===== src/rtl/hazard_pkg.sv =====
// hazard_pkg: shared types and default sizes for the hazard scoreboard unit
package hazard_pkg;
  localparam int DEF_NREG = 32;
  localparam int DEF_REGW = $clog2(DEF_NREG);
  localparam int DEF_MC_DEPTH = 2;
  localparam int DEF_CNTW = 32;
  typedef enum logic [1:0] {FWD_RF = 2'b00, FWD_W = 2'b01, FWD_M = 2'b10} fwd_sel_e;
endpackage


===== src/rtl/hazard_scoreboard_unit_if.sv =====
// hazard_scoreboard_unit_if: pipeline-side signals seen by the hazard unit
interface hazard_scoreboard_unit_if import hazard_pkg::*; #(
  parameter int REGW = DEF_REGW,
  parameter int CNTW = DEF_CNTW
);
  logic [REGW-1:0] Rs1D, Rs2D, RdD, Rs1E, Rs2E, RdE, RdM, RdW, McRd;
  logic RegWriteM, RegWriteW, ResultSrcEb0, PCSrcE, McStartE, McDone, DmemReadyM;
  fwd_sel_e ForwardAE, ForwardBE;
  logic StallF, StallD, StallE, StallM, FlushD, FlushE, FlushM, FlushW, McBusy, McErr;
  logic [CNTW-1:0] StallCycles;
  modport master (
    output Rs1D, Rs2D, RdD, Rs1E, Rs2E, RdE, RdM, RdW, McRd,
    output RegWriteM, RegWriteW, ResultSrcEb0, PCSrcE, McStartE, McDone, DmemReadyM,
    input ForwardAE, ForwardBE, StallF, StallD, StallE, StallM,
    input FlushD, FlushE, FlushM, FlushW, McBusy, McErr, StallCycles
  );
  modport slave (
    input Rs1D, Rs2D, RdD, Rs1E, Rs2E, RdE, RdM, RdW, McRd,
    input RegWriteM, RegWriteW, ResultSrcEb0, PCSrcE, McStartE, McDone, DmemReadyM,
    output ForwardAE, ForwardBE, StallF, StallD, StallE, StallM,
    output FlushD, FlushE, FlushM, FlushW, McBusy, McErr, StallCycles
  );
endinterface


===== src/rtl/hazard_sb_core.sv =====
// hazard_sb_core: pending-destination scoreboard, outstanding MC count and sticky error
module hazard_sb_core import hazard_pkg::*; #(
  parameter int NREG = DEF_NREG,
  parameter int REGW = $clog2(NREG),
  parameter int MC_DEPTH = DEF_MC_DEPTH,
  parameter int CW = $clog2(MC_DEPTH + 1)
) (
  input  logic            clk,
  input  logic            reset,
  input  logic            issue_i,
  input  logic [REGW-1:0] rd_e_i,
  input  logic            mc_done_i,
  input  logic [REGW-1:0] mc_rd_i,
  input  logic [REGW-1:0] rs1_d_i,
  input  logic [REGW-1:0] rs2_d_i,
  input  logic [REGW-1:0] rd_d_i,
  output logic            sb_stall_o,
  output logic [CW-1:0]   count_o,
  output logic            mc_err_o
);
  logic [NREG-1:0] pending_q, pending_d, set_v, clr_v;
  logic [CW-1:0] count_q, count_d;
  logic mc_err_q, mc_err_d, done_bad, done_ok, accept;
  assign done_bad = mc_done_i && (count_q == '0 || (mc_rd_i != '0 && !pending_q[mc_rd_i]));
  assign done_ok = mc_done_i && !done_bad;
  // an issue into a full unit is only legal when a slot frees the same cycle
  assign accept = issue_i && (count_q != CW'(MC_DEPTH) || done_ok);
  assign set_v = (accept && rd_e_i != '0) ? NREG'(1) << rd_e_i : '0;
  assign clr_v = done_ok ? NREG'(1) << mc_rd_i : '0;
  assign pending_d = (pending_q & ~clr_v) | set_v;
  assign count_d = count_q + CW'(accept) - CW'(done_ok);
  assign mc_err_d = mc_err_q | done_bad;
  always_ff @(posedge clk) begin
    pending_q <= reset ? '0 : pending_d;
    count_q   <= reset ? '0 : count_d;
    mc_err_q  <= reset ? 1'b0 : mc_err_d;
  end
  assign sb_stall_o = pending_q[rs1_d_i] | pending_q[rs2_d_i] | pending_q[rd_d_i];
  assign count_o = count_q;
  assign mc_err_o = mc_err_q;
endmodule


===== src/rtl/hazard_scoreboard_unit.sv =====
// hazard_scoreboard_unit: E-stage forwarding, prioritised stall/flush and stall-cycle counter
module hazard_scoreboard_unit import hazard_pkg::*; #(
  parameter int NREG = DEF_NREG,
  parameter int REGW = $clog2(NREG),
  parameter int MC_DEPTH = DEF_MC_DEPTH,
  parameter int CNTW = DEF_CNTW
) (
  input logic clk,
  input logic reset,
  hazard_scoreboard_unit_if.slave hz
);
  localparam int CW = $clog2(MC_DEPTH + 1);
  logic mem_stall, ld_stall, mc_use, sb_stall, mc_full, dep_stall, issue, quiet;
  logic [CW-1:0] count;
  logic [CNTW-1:0] stall_cycles_q, stall_cycles_d;
  assign hz.ForwardAE = (hz.RegWriteM && hz.RdM == hz.Rs1E && hz.Rs1E != '0) ? FWD_M :
                        (hz.RegWriteW && hz.RdW == hz.Rs1E && hz.Rs1E != '0) ? FWD_W : FWD_RF;
  assign hz.ForwardBE = (hz.RegWriteM && hz.RdM == hz.Rs2E && hz.Rs2E != '0) ? FWD_M :
                        (hz.RegWriteW && hz.RdW == hz.Rs2E && hz.Rs2E != '0) ? FWD_W : FWD_RF;
  assign mem_stall = !hz.DmemReadyM;
  assign ld_stall = hz.ResultSrcEb0 && hz.RdE != '0 && (hz.RdE == hz.Rs1D || hz.RdE == hz.Rs2D);
  assign mc_use = hz.McStartE && hz.RdE != '0 &&
                  (hz.RdE == hz.Rs1D || hz.RdE == hz.Rs2D || hz.RdE == hz.RdD);
  assign mc_full = hz.McStartE && count == CW'(MC_DEPTH) && !hz.McDone;
  assign dep_stall = ld_stall | mc_use | sb_stall;
  assign quiet = !mem_stall && !mc_full;
  assign hz.StallM = mem_stall;
  assign hz.StallE = mem_stall | mc_full;
  assign hz.StallD = mem_stall | mc_full | dep_stall;
  assign hz.StallF = hz.StallD;
  assign hz.FlushW = mem_stall;
  assign hz.FlushM = !mem_stall && mc_full;
  assign hz.FlushE = quiet && (dep_stall || hz.PCSrcE);
  assign hz.FlushD = quiet && hz.PCSrcE;
  assign issue = hz.McStartE && !hz.StallE && !reset;
  hazard_sb_core #(.NREG(NREG), .REGW(REGW), .MC_DEPTH(MC_DEPTH), .CW(CW)) u_sb (
    .clk(clk), .reset(reset), .issue_i(issue), .rd_e_i(hz.RdE),
    .mc_done_i(hz.McDone), .mc_rd_i(hz.McRd),
    .rs1_d_i(hz.Rs1D), .rs2_d_i(hz.Rs2D), .rd_d_i(hz.RdD),
    .sb_stall_o(sb_stall), .count_o(count), .mc_err_o(hz.McErr)
  );
  assign hz.McBusy = count != '0;
  assign stall_cycles_d = (hz.StallF && !(&stall_cycles_q)) ? stall_cycles_q + 1'b1 : stall_cycles_q;
  always_ff @(posedge clk) stall_cycles_q <= reset ? '0 : stall_cycles_d;
  assign hz.StallCycles = stall_cycles_q;
endmodule


===== src/flat_wrapper.sv =====
// flat-port wrapper written by rule: the top's interface ports become plain ports
module hazard_scoreboard_unit_flat import hazard_pkg::*;
#(
  parameter int NREG = DEF_NREG,
  parameter int REGW = $clog2(NREG),
  parameter int MC_DEPTH = DEF_MC_DEPTH,
  parameter int CNTW = DEF_CNTW
)
  (clk, reset, hz_Rs1D, hz_Rs2D, hz_RdD, hz_Rs1E, hz_Rs2E, hz_RdE, hz_RdM, hz_RdW, hz_McRd, hz_RegWriteM, hz_RegWriteW, hz_ResultSrcEb0, hz_PCSrcE, hz_McStartE, hz_McDone, hz_DmemReadyM, hz_ForwardAE, hz_ForwardBE, hz_StallF, hz_StallD, hz_StallE, hz_StallM, hz_FlushD, hz_FlushE, hz_FlushM, hz_FlushW, hz_McBusy, hz_McErr, hz_StallCycles);
  hazard_scoreboard_unit_if #(.REGW(REGW), .CNTW(CNTW)) hz_i ();
  input logic clk;
  input logic reset;
  input wire logic [$bits(hz_i.Rs1D)-1:0] hz_Rs1D;
  input wire logic [$bits(hz_i.Rs2D)-1:0] hz_Rs2D;
  input wire logic [$bits(hz_i.RdD)-1:0] hz_RdD;
  input wire logic [$bits(hz_i.Rs1E)-1:0] hz_Rs1E;
  input wire logic [$bits(hz_i.Rs2E)-1:0] hz_Rs2E;
  input wire logic [$bits(hz_i.RdE)-1:0] hz_RdE;
  input wire logic [$bits(hz_i.RdM)-1:0] hz_RdM;
  input wire logic [$bits(hz_i.RdW)-1:0] hz_RdW;
  input wire logic [$bits(hz_i.McRd)-1:0] hz_McRd;
  input wire logic [$bits(hz_i.RegWriteM)-1:0] hz_RegWriteM;
  input wire logic [$bits(hz_i.RegWriteW)-1:0] hz_RegWriteW;
  input wire logic [$bits(hz_i.ResultSrcEb0)-1:0] hz_ResultSrcEb0;
  input wire logic [$bits(hz_i.PCSrcE)-1:0] hz_PCSrcE;
  input wire logic [$bits(hz_i.McStartE)-1:0] hz_McStartE;
  input wire logic [$bits(hz_i.McDone)-1:0] hz_McDone;
  input wire logic [$bits(hz_i.DmemReadyM)-1:0] hz_DmemReadyM;
  output wire logic [$bits(hz_i.ForwardAE)-1:0] hz_ForwardAE;
  output wire logic [$bits(hz_i.ForwardBE)-1:0] hz_ForwardBE;
  output wire logic [$bits(hz_i.StallF)-1:0] hz_StallF;
  output wire logic [$bits(hz_i.StallD)-1:0] hz_StallD;
  output wire logic [$bits(hz_i.StallE)-1:0] hz_StallE;
  output wire logic [$bits(hz_i.StallM)-1:0] hz_StallM;
  output wire logic [$bits(hz_i.FlushD)-1:0] hz_FlushD;
  output wire logic [$bits(hz_i.FlushE)-1:0] hz_FlushE;
  output wire logic [$bits(hz_i.FlushM)-1:0] hz_FlushM;
  output wire logic [$bits(hz_i.FlushW)-1:0] hz_FlushW;
  output wire logic [$bits(hz_i.McBusy)-1:0] hz_McBusy;
  output wire logic [$bits(hz_i.McErr)-1:0] hz_McErr;
  output wire logic [$bits(hz_i.StallCycles)-1:0] hz_StallCycles;
  assign hz_i.Rs1D = hz_Rs1D;
  assign hz_i.Rs2D = hz_Rs2D;
  assign hz_i.RdD = hz_RdD;
  assign hz_i.Rs1E = hz_Rs1E;
  assign hz_i.Rs2E = hz_Rs2E;
  assign hz_i.RdE = hz_RdE;
  assign hz_i.RdM = hz_RdM;
  assign hz_i.RdW = hz_RdW;
  assign hz_i.McRd = hz_McRd;
  assign hz_i.RegWriteM = hz_RegWriteM;
  assign hz_i.RegWriteW = hz_RegWriteW;
  assign hz_i.ResultSrcEb0 = hz_ResultSrcEb0;
  assign hz_i.PCSrcE = hz_PCSrcE;
  assign hz_i.McStartE = hz_McStartE;
  assign hz_i.McDone = hz_McDone;
  assign hz_i.DmemReadyM = hz_DmemReadyM;
  assign hz_ForwardAE = hz_i.ForwardAE;
  assign hz_ForwardBE = hz_i.ForwardBE;
  assign hz_StallF = hz_i.StallF;
  assign hz_StallD = hz_i.StallD;
  assign hz_StallE = hz_i.StallE;
  assign hz_StallM = hz_i.StallM;
  assign hz_FlushD = hz_i.FlushD;
  assign hz_FlushE = hz_i.FlushE;
  assign hz_FlushM = hz_i.FlushM;
  assign hz_FlushW = hz_i.FlushW;
  assign hz_McBusy = hz_i.McBusy;
  assign hz_McErr = hz_i.McErr;
  assign hz_StallCycles = hz_i.StallCycles;
  hazard_scoreboard_unit #(.NREG(NREG), .REGW(REGW), .MC_DEPTH(MC_DEPTH), .CNTW(CNTW)) u_core (.clk(clk), .reset(reset), .hz(hz_i));
endmodule

===== config.mk =====
export PLATFORM = sky130hd
export DESIGN_NAME = hazard_scoreboard_unit_flat
export DESIGN_NICKNAME = d
export VERILOG_FILES = /design/src/rtl/hazard_pkg.sv /design/src/rtl/hazard_scoreboard_unit_if.sv /design/src/rtl/hazard_sb_core.sv /design/src/rtl/hazard_scoreboard_unit.sv /design/src/flat_wrapper.sv
export SDC_FILE = /design/constraint.sdc
export NUM_CORES = 1
export LEC_CHECK = 0
export BUFFER_PORTS_ARGS = -buffer_cell sky130_fd_sc_hd__buf_4
export CORE_ASPECT_RATIO = 2
export CORE_MARGIN = 2
export CORE_UTILIZATION = 60
export DETAILED_ROUTE_END_ITERATION = 10
export PLACE_DENSITY_LB_ADDON = 0.2
export SETUP_SLACK_MARGIN = 0.05
export SYNTH_ARGS = -nofsm -noshare
export SYNTH_HDL_FRONTEND = slang
export SYNTH_SLANG_ARGS = --single-unit

===== constraint.sdc =====
create_clock -name clk -period 6 [get_ports clk]
set_clock_uncertainty 0.15 [all_clocks]
set_input_delay 1.2 -clock clk [delete_from_list [all_inputs] [get_ports clk]]
set_output_delay 1.2 -clock clk [all_outputs]
set_load 0.1 [all_outputs]

==> impl_metrics.py, run 1 <==
metrics = {
    "worst_setup_path": {
        "r2r-start": "u_core.hz.StallCycles[3]",
        "path_max_fanout": 32,
        "regToRegSetupSlack_ps": 2250,
        "slowest_delay_ps": 500,
        "crit_chain": "buf_4, mux2i_1, a22oi_1, nand3_1, nand4_1, nor4_4, and2_4, inv_1, buf_4",
        "reg2reg_to": "u_core.hz.StallCycles[13]",
        "start_kind": "primary input",
        "cp-end-kind": "output port",
        "cp.required_ps": 4650,
        "crit_path_frequent_cell": "buf_4",
        "crit_type": "primary input to output port",
        "crit_slowest_cell": "nor4_4",
        "reg2regPathDepth": 8,
        "arrival_ps": 3400,
    },
    "logic_synthesis": {
        "synth_seq_cells": 67,
        "synth-edff-count": 0,
        "synth.net_count": 640,
        "seq_area_frac_synth_pct": 27.2,
        "synthDistinctLibCells": 65,
        "avgSynthCellArea_um2": 8.47,
        "synth_cells": 583,
        "syn-cell-area_mm2": 0.00494,
        "ys.flop_type": "dfxtp_1",
        "synthArstFlopShare_pct": 0,
        "ys_warn_count": 0,
    },
    "flow_run": {
        "maxCapViolations": 0,
    },
    "power_and_ir_drop": {
        "p_leak_nw": 2.32,
        "power_mw": 1.26,
        "pwr_density_cell_mw_per_mm2": 215,
        "ir_worst_vdd_mv": 0.196,
    },
    "routing": {
        "wirelength_um": 17200,
        "routedWlPerCell_um": 22.8,
        "vias_per_cell": 6.83,
        "dr_total_vias": 5140,
        "antenna_left": 0,
        "drtIter0Drc": 430,
        "route.detailed.drc": 0,
        "first_pass_iters": 5,
    },
    "placement": {
        "dp_hpwl_um": 12800,
        "dpl.cell_count": 737,
        "portBuffers": 99,
        "place.gp.congestion": 1.10,
    },
    "layout": {
        "final_cell_mix": "buf_4 (100), dfxtp_1 (67), mux2i_1 (49), nand3_1 (35), o21ai_1 (31)",
        "nets": 709,
        "final_core_util_pct": 74.1,
        "final_common_cell": "buf_4",
        "diodes": 0,
        "syn2layout_area_growth_pct": 19.2,
        "drive_gt1_share_pct": 21.6,
        "layout.cells.non_filler": 753,
    },
    "global_routing": {
        "grt_pass1_vias": 4885,
        "grt_usage_pct": 39.0,
        "antenna_found_initial": 0,
        "grt_start_max_net_pins": 44,
        "grt_pass1_wl_um": 26200,
        "gr-total-overflow": 0,
    },
    "hold_path": {
        "hp-start": "u_core.u_sb.mc_err_o",
        "hold_class": "flop to flop",
        "hold_path_end": "u_core.u_sb.mc_err_o",
        "hold_depth": 2,
    },
    "clock_network": {
        "postCtsHoldBufs": 0,
        "clk_latency_ps": 330,
        "clock_path_buffers": 2,
        "cts_resized": 0,
        "cts.sinks": 67,
        "post_cts_buffers": 0,
        "root_buffer": "clkbuf_16",
        "cts_buffers": 9,
        "htreeDepth": 3,
        "cts_tree": "done",
        "clk_pin_slew_ps": 50,
    },
    "timing": {
        "setup_viol": 0,
        "worst_pin_slew_ps": 1120,
        "min_period_ps": 4750,
        "rsz0062_at_grt": "false",
        "max-slew-margin-rel_pct": 25.1,
        "period_share_pct": 79.2,
        "fin_tns_setup_ps": 0,
        "hold_viol_final": 0,
        "maxSlewViolCount": 0,
        "max_freq_mhz": 210,
        "hold_slack_ps": 315,
    },
    "floorplanning": {
        "die_w_um": 68.2,
        "start_util_pct": 62.2,
        "dieArea_mm2": 0.00902,
        "rows": 46,
        "io_pins": 100,
        "core-area_mm2": 0.00794,
        "chipHeight_um": 132,
    },
    "status": {
        "status": "completed",
    },
}
where the power goes:
part | internal [mW] | total (mW) | switching (mW)
Sequential | 0.451 | 0.462 | 0.0108
Clock | 0.335 | 0.541 | 0.207
Combinational | 0.0866 | 0.262 | 0.175
Total | 0.873 | 1.26 | 0.392
routing by layer:
metal  track usage (%)  routed length (um)  vias to the layer above
met5                 0                   0                        -
li1                  -                   -                     2347
met4              30.0                1470                        0
met3              6.75                1100                       99
met2              66.5                9010                      284
met1              39.7                5600                     2410
cell usage after synthesis, drive strengths merged (6+ instances only):
library cell,number,area (um2)
dfxtp,67,1340
mux2i,49,490
nand3,36,185
o21ai,32,160
buf,29,205
nand2,29,111
nor2,29,109
a21oi,25,129
o211ai,23,173
xnor2,22,193
inv,21,78.8
nand4,19,125
xor2,17,149
nor2b,15,93.8
clkbuf,13,48.8
a22oi,12,90.1
o311ai,12,105
nor3,11,66.3
or4,10,75.1
and3,9,56.3
nand3b,9,75.1
nor4,9,71.3
o31ai,9,67.6
nand2b,8,50.1
and2,7,46.3
mux4,7,158
a311oi,6,52.6
layout make-up:
type | count | area (um2)
Multi-Input combinational cell | 453 | 3290
Fill cell | 618 | 2060
Sequential cell | 67 | 1340
Timing Repair Buffer | 100 | 751
Clock buffer | 11 | 243
Tap cell | 96 | 120
Inverter | 21 | 78.8
Clock inverter | 5 | 60.1
through the flow:
| step | setup slack [ps] | cell area (um2) |
|---|---|---|
| 4_1_cts | 1290 | 5880 |
| 6_report | 1250 | 5880 |
| 5_1_grt | 1120 | 5880 |
| 3_5_place_dp | 1300 | 5580 |
| 2_1_floorplan | 451 | 4960 |
| 3_3_place_gp | 1370 | 5580 |
state kept, by name (all words and copies together), names as in the netlist:
name,flops
u_core.hz.StallCycles,32
u_core.u_sb.pending_q,32
u_core.u_sb.count_o,2
u_core.u_sb.mc_err_o,1
worst max-delay path by stage:
stage,from,endpoint,slack [ps],depth (start not counted)
final,hz_Rs1D[1],hz_StallF,1250,9
after global routing,hz_Rs1D[1],hz_StallF,1120,9
after CTS,hz_Rs1D[1],hz_StallF,1290,9
after detailed placement,hz_Rs1D[1],hz_StallF,1300,9
after global placement,hz_Rs1D[1],hz_StallD,1370,9
after floorplan,hz_DmemReadyM,hz_FlushE,450,4
cell families (layout without fill, tap and decap cells):
logic type                 Yosys count  after routing  share of synthesized area, %
adders and majority gates            3              3                         0.760
AOI/OAI and AO/OA                  145            145                          20.3
xor gates and xnor gates            39             39                          6.92
and+or+nand+nor                    205            205                          23.9
buffers and inverters               63            137                          6.74
DFF                                 67             67                          27.2
muxes                               61             61                          14.3
worst max-delay path, delay by kind of cell:
kind                   cells  cell delay (ps)
buffers and inverters      3              590
muxes                      1              270
AOI/OAI and AO/OA          1              100
and+or+nand+nor            4             1220
No activity file was read; power rests on OpenSTA's default activity.
==> run 2, diff against run 1 <==
--- a/config.mk
+++ b/config.mk
@@ -8,7 +8,7 @@
 export BUFFER_PORTS_ARGS = -buffer_cell sky130_fd_sc_hd__buf_4
 export CORE_ASPECT_RATIO = 2
 export CORE_MARGIN = 2
-export CORE_UTILIZATION = 60
+export CORE_UTILIZATION = 51
 export DETAILED_ROUTE_END_ITERATION = 10
 export PLACE_DENSITY_LB_ADDON = 0.2
 export SETUP_SLACK_MARGIN = 0.05
==> constraint.sdc (replaced) <==
create_clock -name clk -period 4.1 [get_ports clk]
set_clock_uncertainty 0.15 [all_clocks]
set_input_delay 0.82 -clock clk [delete_from_list [all_inputs] [get_ports clk]]
set_output_delay 0.82 -clock clk [all_outputs]
set_load 0.1 [all_outputs]
==> run 2 against run 1 <==
Effect of this change:
- utilization decreased by 9.9 points
- die area is 17% higher
- largest cell class unchanged
- combinational power is 52% higher
- via count is 1.8% lower
- clock power rose by 60%
- final cell count rose by 2.0%
- routed wire length decreased by 6.3%
- non-clock buffer count increased by 7
- register-to-register slack worse by 1200 ps
- critical path depth is the same
- sequential power rose by 46%
==> impl_metrics.py, run 2 (synthesis gave the netlist of run 1 again) <==
metrics = {
    "clock_network": {
        "clk_latency_ps": 330,
        "cts_buffers": 9,
        "cts_tree": "done",
        "clk_pin_slew_ps": 60,
        "cts_resized": 0,
        "post_cts_buffers": 0,
        "htreeDepth": 3,
        "root_buffer": "clkbuf_16",
        "clock_path_buffers": 2,
        "postCtsHoldBufs": 0,
        "cts.sinks": 67,
    },
    "routing": {
        "vias_per_cell": 6.57,
        "first_pass_iters": 7,
        "routedWlPerCell_um": 21.0,
        "antenna_left": 0,
        "dr_total_vias": 5045,
        "route.detailed.drc": 0,
        "drtIter0Drc": 291,
        "wirelength_um": 16100,
    },
    "worst_setup_path": {
        "crit_path_frequent_cell": "buf_4",
        "cp.required_ps": 3130,
        "crit_chain": "buf_4, mux2i_1, a22oi_1, nand3_1, nand4_1, nor4_4, and2_4, clkinvlp_4, buf_4",
        "slowest_delay_ps": 310,
        "crit_slowest_cell": "mux2i_1",
        "start_kind": "primary input",
        "crit_type": "primary input to output port",
        "arrival_ps": 2600,
        "cp-end-kind": "output port",
        "path_max_fanout": 17,
    },
    "layout": {
        "nets": 716,
        "final_common_cell": "buf_4",
        "final_cell_mix": "buf_4 (107), dfxtp_1 (67), mux2i_1 (49), nand3_1 (35), o21ai_1 (31)",
        "final_core_util_pct": 64.2,
        "syn2layout_area_growth_pct": 21.9,
        "diodes": 0,
        "finish.instance_area_mm2": 0.00602,
        "drive_gt1_share_pct": 23.6,
    },
    "placement": {
        "dp_hpwl_um": 12300,
        "place_area_mm2": 0.00569,
        "portBuffers": 99,
        "place_ws_ps": 343,
        "place.gp.congestion": 1.01,
    },
    "timing": {
        "max_freq_mhz": 280,
        "finalWorstSetupSlack_ps": 533,
        "worst_pin_slew_ps": 736,
        "max-slew-margin-rel_pct": 49.7,
        "maxSlewViolCount": 0,
        "period_share_pct": 87.0,
        "fin_tns_setup_ps": 0,
        "hold_viol_final": 0,
        "rsz0062_at_grt": "false",
        "min_period_ps": 3570,
        "setup_viol": 0,
    },
    "power_and_ir_drop": {
        "internal_power_mw": 1.36,
        "power_frac_comb_pct": 20.6,
        "netSwitchingPower_uw": 573,
        "power_mw": 1.94,
        "switching_share_pct": 29.6,
        "ir_worst_vdd_mv": 0.251,
        "p_clk_share_pct": 44.6,
        "p_leak_nw": 2.37,
        "pwr-share-seq_pct": 34.8,
        "pwr_density_cell_mw_per_mm2": 321,
    },
    "global_routing": {
        "grt_start_max_net_pins": 44,
        "grt_usage_pct": 31.1,
        "grt_pass1_wl_um": 25100,
        "gr-total-overflow": 0,
        "antenna_found_initial": 0,
        "grt_pass1_vias": 4955,
    },
    "floorplanning": {
        "start_util_pct": 52.6,
        "rows": 50,
        "io_pins": 100,
        "dieArea_mm2": 0.0105,
        "chipHeight_um": 143,
        "die_w_um": 73.6,
        "core-area_mm2": 0.00938,
    },
    "flow_run": {
        "maxCapViolations": 0,
    },
    "hold_path": {
        "hold_class": "flop to flop",
    },
    "status": {
        "status": "completed",
    },
}
## run 2: changes by cell type in the layout (fill, tap and decap cells not counted), sizes merged
cell      previous run  this run
buf                100       107
inv                 22        21
bufinv               1         2
clkinv               2         0
clkinvlp             1         3
## run 2: through the flow
stage	instances	hold WS, ps
6_report	768	322
5_1_grt	768	380
4_1_cts	768	322
3_5_place_dp	752	308
3_3_place_gp	752	307
2_1_floorplan	583	319
## run 2: final timing paths
| check | cells past startpoint | slack (ps) | to | start |
|---|---|---|---|---|
| min | 2 | 320 | u_core.u_sb.mc_err_o | u_core.u_sb.mc_err_o |
| max | 9 | 530 | hz_StallF | hz_RdD[1] |
| max reg2reg | 13 | 1010 | u_core.u_sb.count_o[1] | u_core.u_sb.pending_q[31] |
| min reg2reg | 2 | 320 | u_core.u_sb.mc_err_o | u_core.u_sb.mc_err_o |
## run 2: routing by layer
| layer | track usage [%] | share of wire, % | vias up |
|---|---|---|---|
| met2 | 55.5 | 54 | 204 |
| met3 | 4.23 | 4.7 | 78 |
| li1 | - | - | 2362 |
| met4 | 22.6 | 7.4 | 0 |
| met5 | 0 | 0 | - |
| met1 | 31.5 | 34 | 2401 |
## run 2: power by group through the flow
stage | logic (mW) | registers [mW] | clock network (mW)
final | 0.398 | 0.674 | 0.864
after global routing | 0.424 | 0.675 | 0.901
after CTS | 0.397 | 0.673 | 0.868
after detailed placement | 0.396 | 0.687 | 0
after global placement | 0.390 | 0.687 | 0
after floorplan | 0.256 | 0.726 | 0
## run 2: area by class of cell
type                    count  area (um2)
inverters                  21        82.6
well taps                 104         130
flip-flops and latches     67        1340
clock inverters             5        83.8
fillers                   829        3360
multi-input cells         453        3330
clock buffers              11         253
repair buffers            107         803
## run 2: worst max-delay path, delay by kind of cell
kind	cells	cell delay, ps
and+or+nand+nor	4	750
buffers and inverters	3	570
muxes	1	310
AOI/OAI and AO/OA	1	130
==> run 3, diff against run 2 <==
--- a/config.mk
+++ b/config.mk
@@ -7,8 +7,8 @@
 export LEC_CHECK = 0
 export BUFFER_PORTS_ARGS = -buffer_cell sky130_fd_sc_hd__buf_4
 export CORE_ASPECT_RATIO = 2
-export CORE_MARGIN = 2
-export CORE_UTILIZATION = 51
+export CORE_MARGIN = 3
+export CORE_UTILIZATION = 40
 export DETAILED_ROUTE_END_ITERATION = 10
 export PLACE_DENSITY_LB_ADDON = 0.2
 export SETUP_SLACK_MARGIN = 0.05
==> run 3 against run 2 <==
Effect of this change:
- die area grew 31%
- clock-buffer cell count is the same
- final cell count grew 5.2%
- maximum frequency shrank 1.3%
- sequential share of layout area shrank 0.065 points
- critical path depth shrank 1
- global-route usage shrank 6.9 points
- setup slack lost 47 ps
- non-clock buffer count is the same
- first-iteration DRC count shrank 29%
- sequential power is essentially flat
- flip-flop and latch count is the same
- largest cell class unchanged
- largest power group unchanged
==> impl_metrics.py, run 3 (synthesis gave the netlist of run 1 again) <==
metrics = {
    "worst_setup_path": {
        "crit_buf_inv": 3,
        "crit_path_frequent_cell": "buf_4",
        "crit_slowest_cell": "or3_4",
        "path_max_fanout": 11,
        "cp-end-kind": "output port",
        "cp.required_ps": 3130,
        "crit_chain": "buf_4, or3_4, o32ai_2, a31oi_2, nor4_4, and2_4, clkinvlp_4, buf_4",
        "slowest_delay_ps": 450,
        "crit_type": "primary input to output port",
        "arrival_ps": 2640,
        "crit_family": "simple AND/OR/NAND/NOR gates",
        "start_kind": "primary input",
    },
    "routing": {
        "antenna_left": 0,
        "wirelength_um": 17100,
        "route.detailed.drc": 0,
        "first_pass_iters": 5,
        "drtIter0Drc": 206,
        "vias_per_cell": 6.12,
        "routedWlPerCell_um": 21.2,
        "dr_total_vias": 4946,
    },
    "clock_network": {
        "htreeDepth": 3,
        "postCtsHoldBufs": 0,
        "root_buffer": "clkbuf_16",
        "clock_path_buffers": 2,
        "cts_resized": 0,
        "cts.sinks": 67,
        "cts_buffers": 9,
        "cts_tree": "done",
        "clk_latency_ps": 330,
        "post_cts_buffers": 0,
        "clk_pin_slew_ps": 60,
    },
    "floorplanning": {
        "start_util_pct": 41.5,
        "rows": 56,
        "chipHeight_um": 163,
        "core-area_mm2": 0.0119,
        "die_w_um": 84.6,
        "dieArea_mm2": 0.0138,
        "io_pins": 100,
    },
    "layout": {
        "area.sequential_mm2": 0.00134,
        "syn2layout_area_growth_pct": 22.3,
        "num-fill-cells": 1172,
        "final_cell_mix": "buf_4 (107), dfxtp_1 (67), mux2i_1 (49), nand3_1 (35), o21ai_1 (31)",
        "diodes": 0,
        "layout.cells.non_filler": 808,
        "final_core_util_pct": 50.7,
        "nets": 716,
        "final_common_cell": "buf_4",
        "multiInputGateArea_mm2": 0.00333,
        "drive_gt1_share_pct": 23.5,
    },
    "timing": {
        "worst_pin_slew_ps": 706,
        "hold_viol_final": 0,
        "period_share_pct": 88.2,
        "max_freq_mhz": 277,
        "setup_viol": 0,
        "fin_tns_setup_ps": 0,
        "rsz0062_at_grt": "false",
        "maxSlewViolCount": 0,
        "min_period_ps": 3610,
        "max-slew-margin-rel_pct": 51.7,
    },
    "global_routing": {
        "antenna_found_initial": 0,
        "grt_pass1_wl_um": 25900,
        "grt_usage_pct": 24.2,
        "grt_start_max_net_pins": 44,
        "grt_pass1_vias": 4862,
        "gr-total-overflow": 0,
    },
    "power_and_ir_drop": {
        "pwr_density_cell_mw_per_mm2": 307,
        "ir_worst_vdd_mv": 0.230,
        "p_leak_nw": 2.36,
    },
    "placement": {
        "place.gp.congestion": 0.951,
        "portBuffers": 99,
        "dpl.cell_count": 793,
        "dp_hpwl_um": 13400,
    },
    "status": {
        "status": "completed",
    },
    "hold_path": {
        "hold_class": "flop to flop",
    },
    "flow_run": {
        "maxCapViolations": 0,
    },
}
## run 3: cell types whose count changed in the layout (fill, tap and decap cells not counted)
cell / previous run / this run
bufinv_16: 2 / 1
clkinv_2: 0 / 1
inv_6: 1 / 0
## run 3: routing by layer
| metal | part of all wire (%) | up-vias | global-route usage [%] |
|---|---|---|---|
| li1 | - | 2370 | - |
| met1 | 32 | 2324 | 22.0 |
| met2 | 55 | 193 | 46.4 |
| met3 | 4.8 | 59 | 3.79 |
| met4 | 7.7 | 0 | 18.1 |
| met5 | 0 | - | 0 |
## run 3: layout make-up
type / count / share of cell area [%]
Tap cell: 145 / 3.00
Multi-Input combinational cell: 453 / 55.1
Clock inverter: 4 / 0.829
Clock buffer: 11 / 4.18
Inverter: 21 / 1.37
Timing Repair Buffer: 107 / 13.3
Sequential cell: 67 / 22.2
## run 3: worst reg2reg max path, stage by stage (launching register included)
cell,delay (ps)
dfxtp_1,420
mux4_2,500
mux4_2,490
nand2_1,90
o31a_1,170
o21ai_1,70
and4_4,220
inv_1,60
ha_1,210
inv_1,60
ha_1,140
xor2_1,170
xnor2_1,130
nor2_1,50
## run 3: path summary, 6_finish.rpt
path | start | end | slack (ps) | cells past startpoint
setup reg to reg | u_core.u_sb.pending_q[31] | u_core.u_sb.count_o[1] | 1050 | 13
hold reg to reg | u_core.u_sb.mc_err_o | u_core.u_sb.mc_err_o | 320 | 2
setup / recovery | hz_RdE[3] | hz_StallD | 490 | 8
hold / removal | u_core.u_sb.mc_err_o | u_core.u_sb.mc_err_o | 320 | 2
## run 3: power by group
| part | total [mW] | leakage (nW) | switching [mW] | internal (mW) |
|---|---|---|---|---|
| clock network | 0.782 | 0.144 | 0.282 | 0.499 |
| registers | 0.675 | 0.541 | 0.0141 | 0.661 |
| logic | 0.397 | 1.67 | 0.262 | 0.136 |
| total | 1.85 | 2.36 | 0.558 | 1.30 |
## run 3: stage by stage
stage          worst slack, ps  instance area [um2]  hold slack [ps]  power, mW
2_1_floorplan             -386                 5070              319      0.982
3_3_place_gp               457                 5740              316       1.08
3_5_place_dp               404                 5740              322       1.09
4_1_cts                    472                 6040              335       1.86
5_1_grt                    412                 6040              371       1.91
6_report                   486                 6040              324       1.85
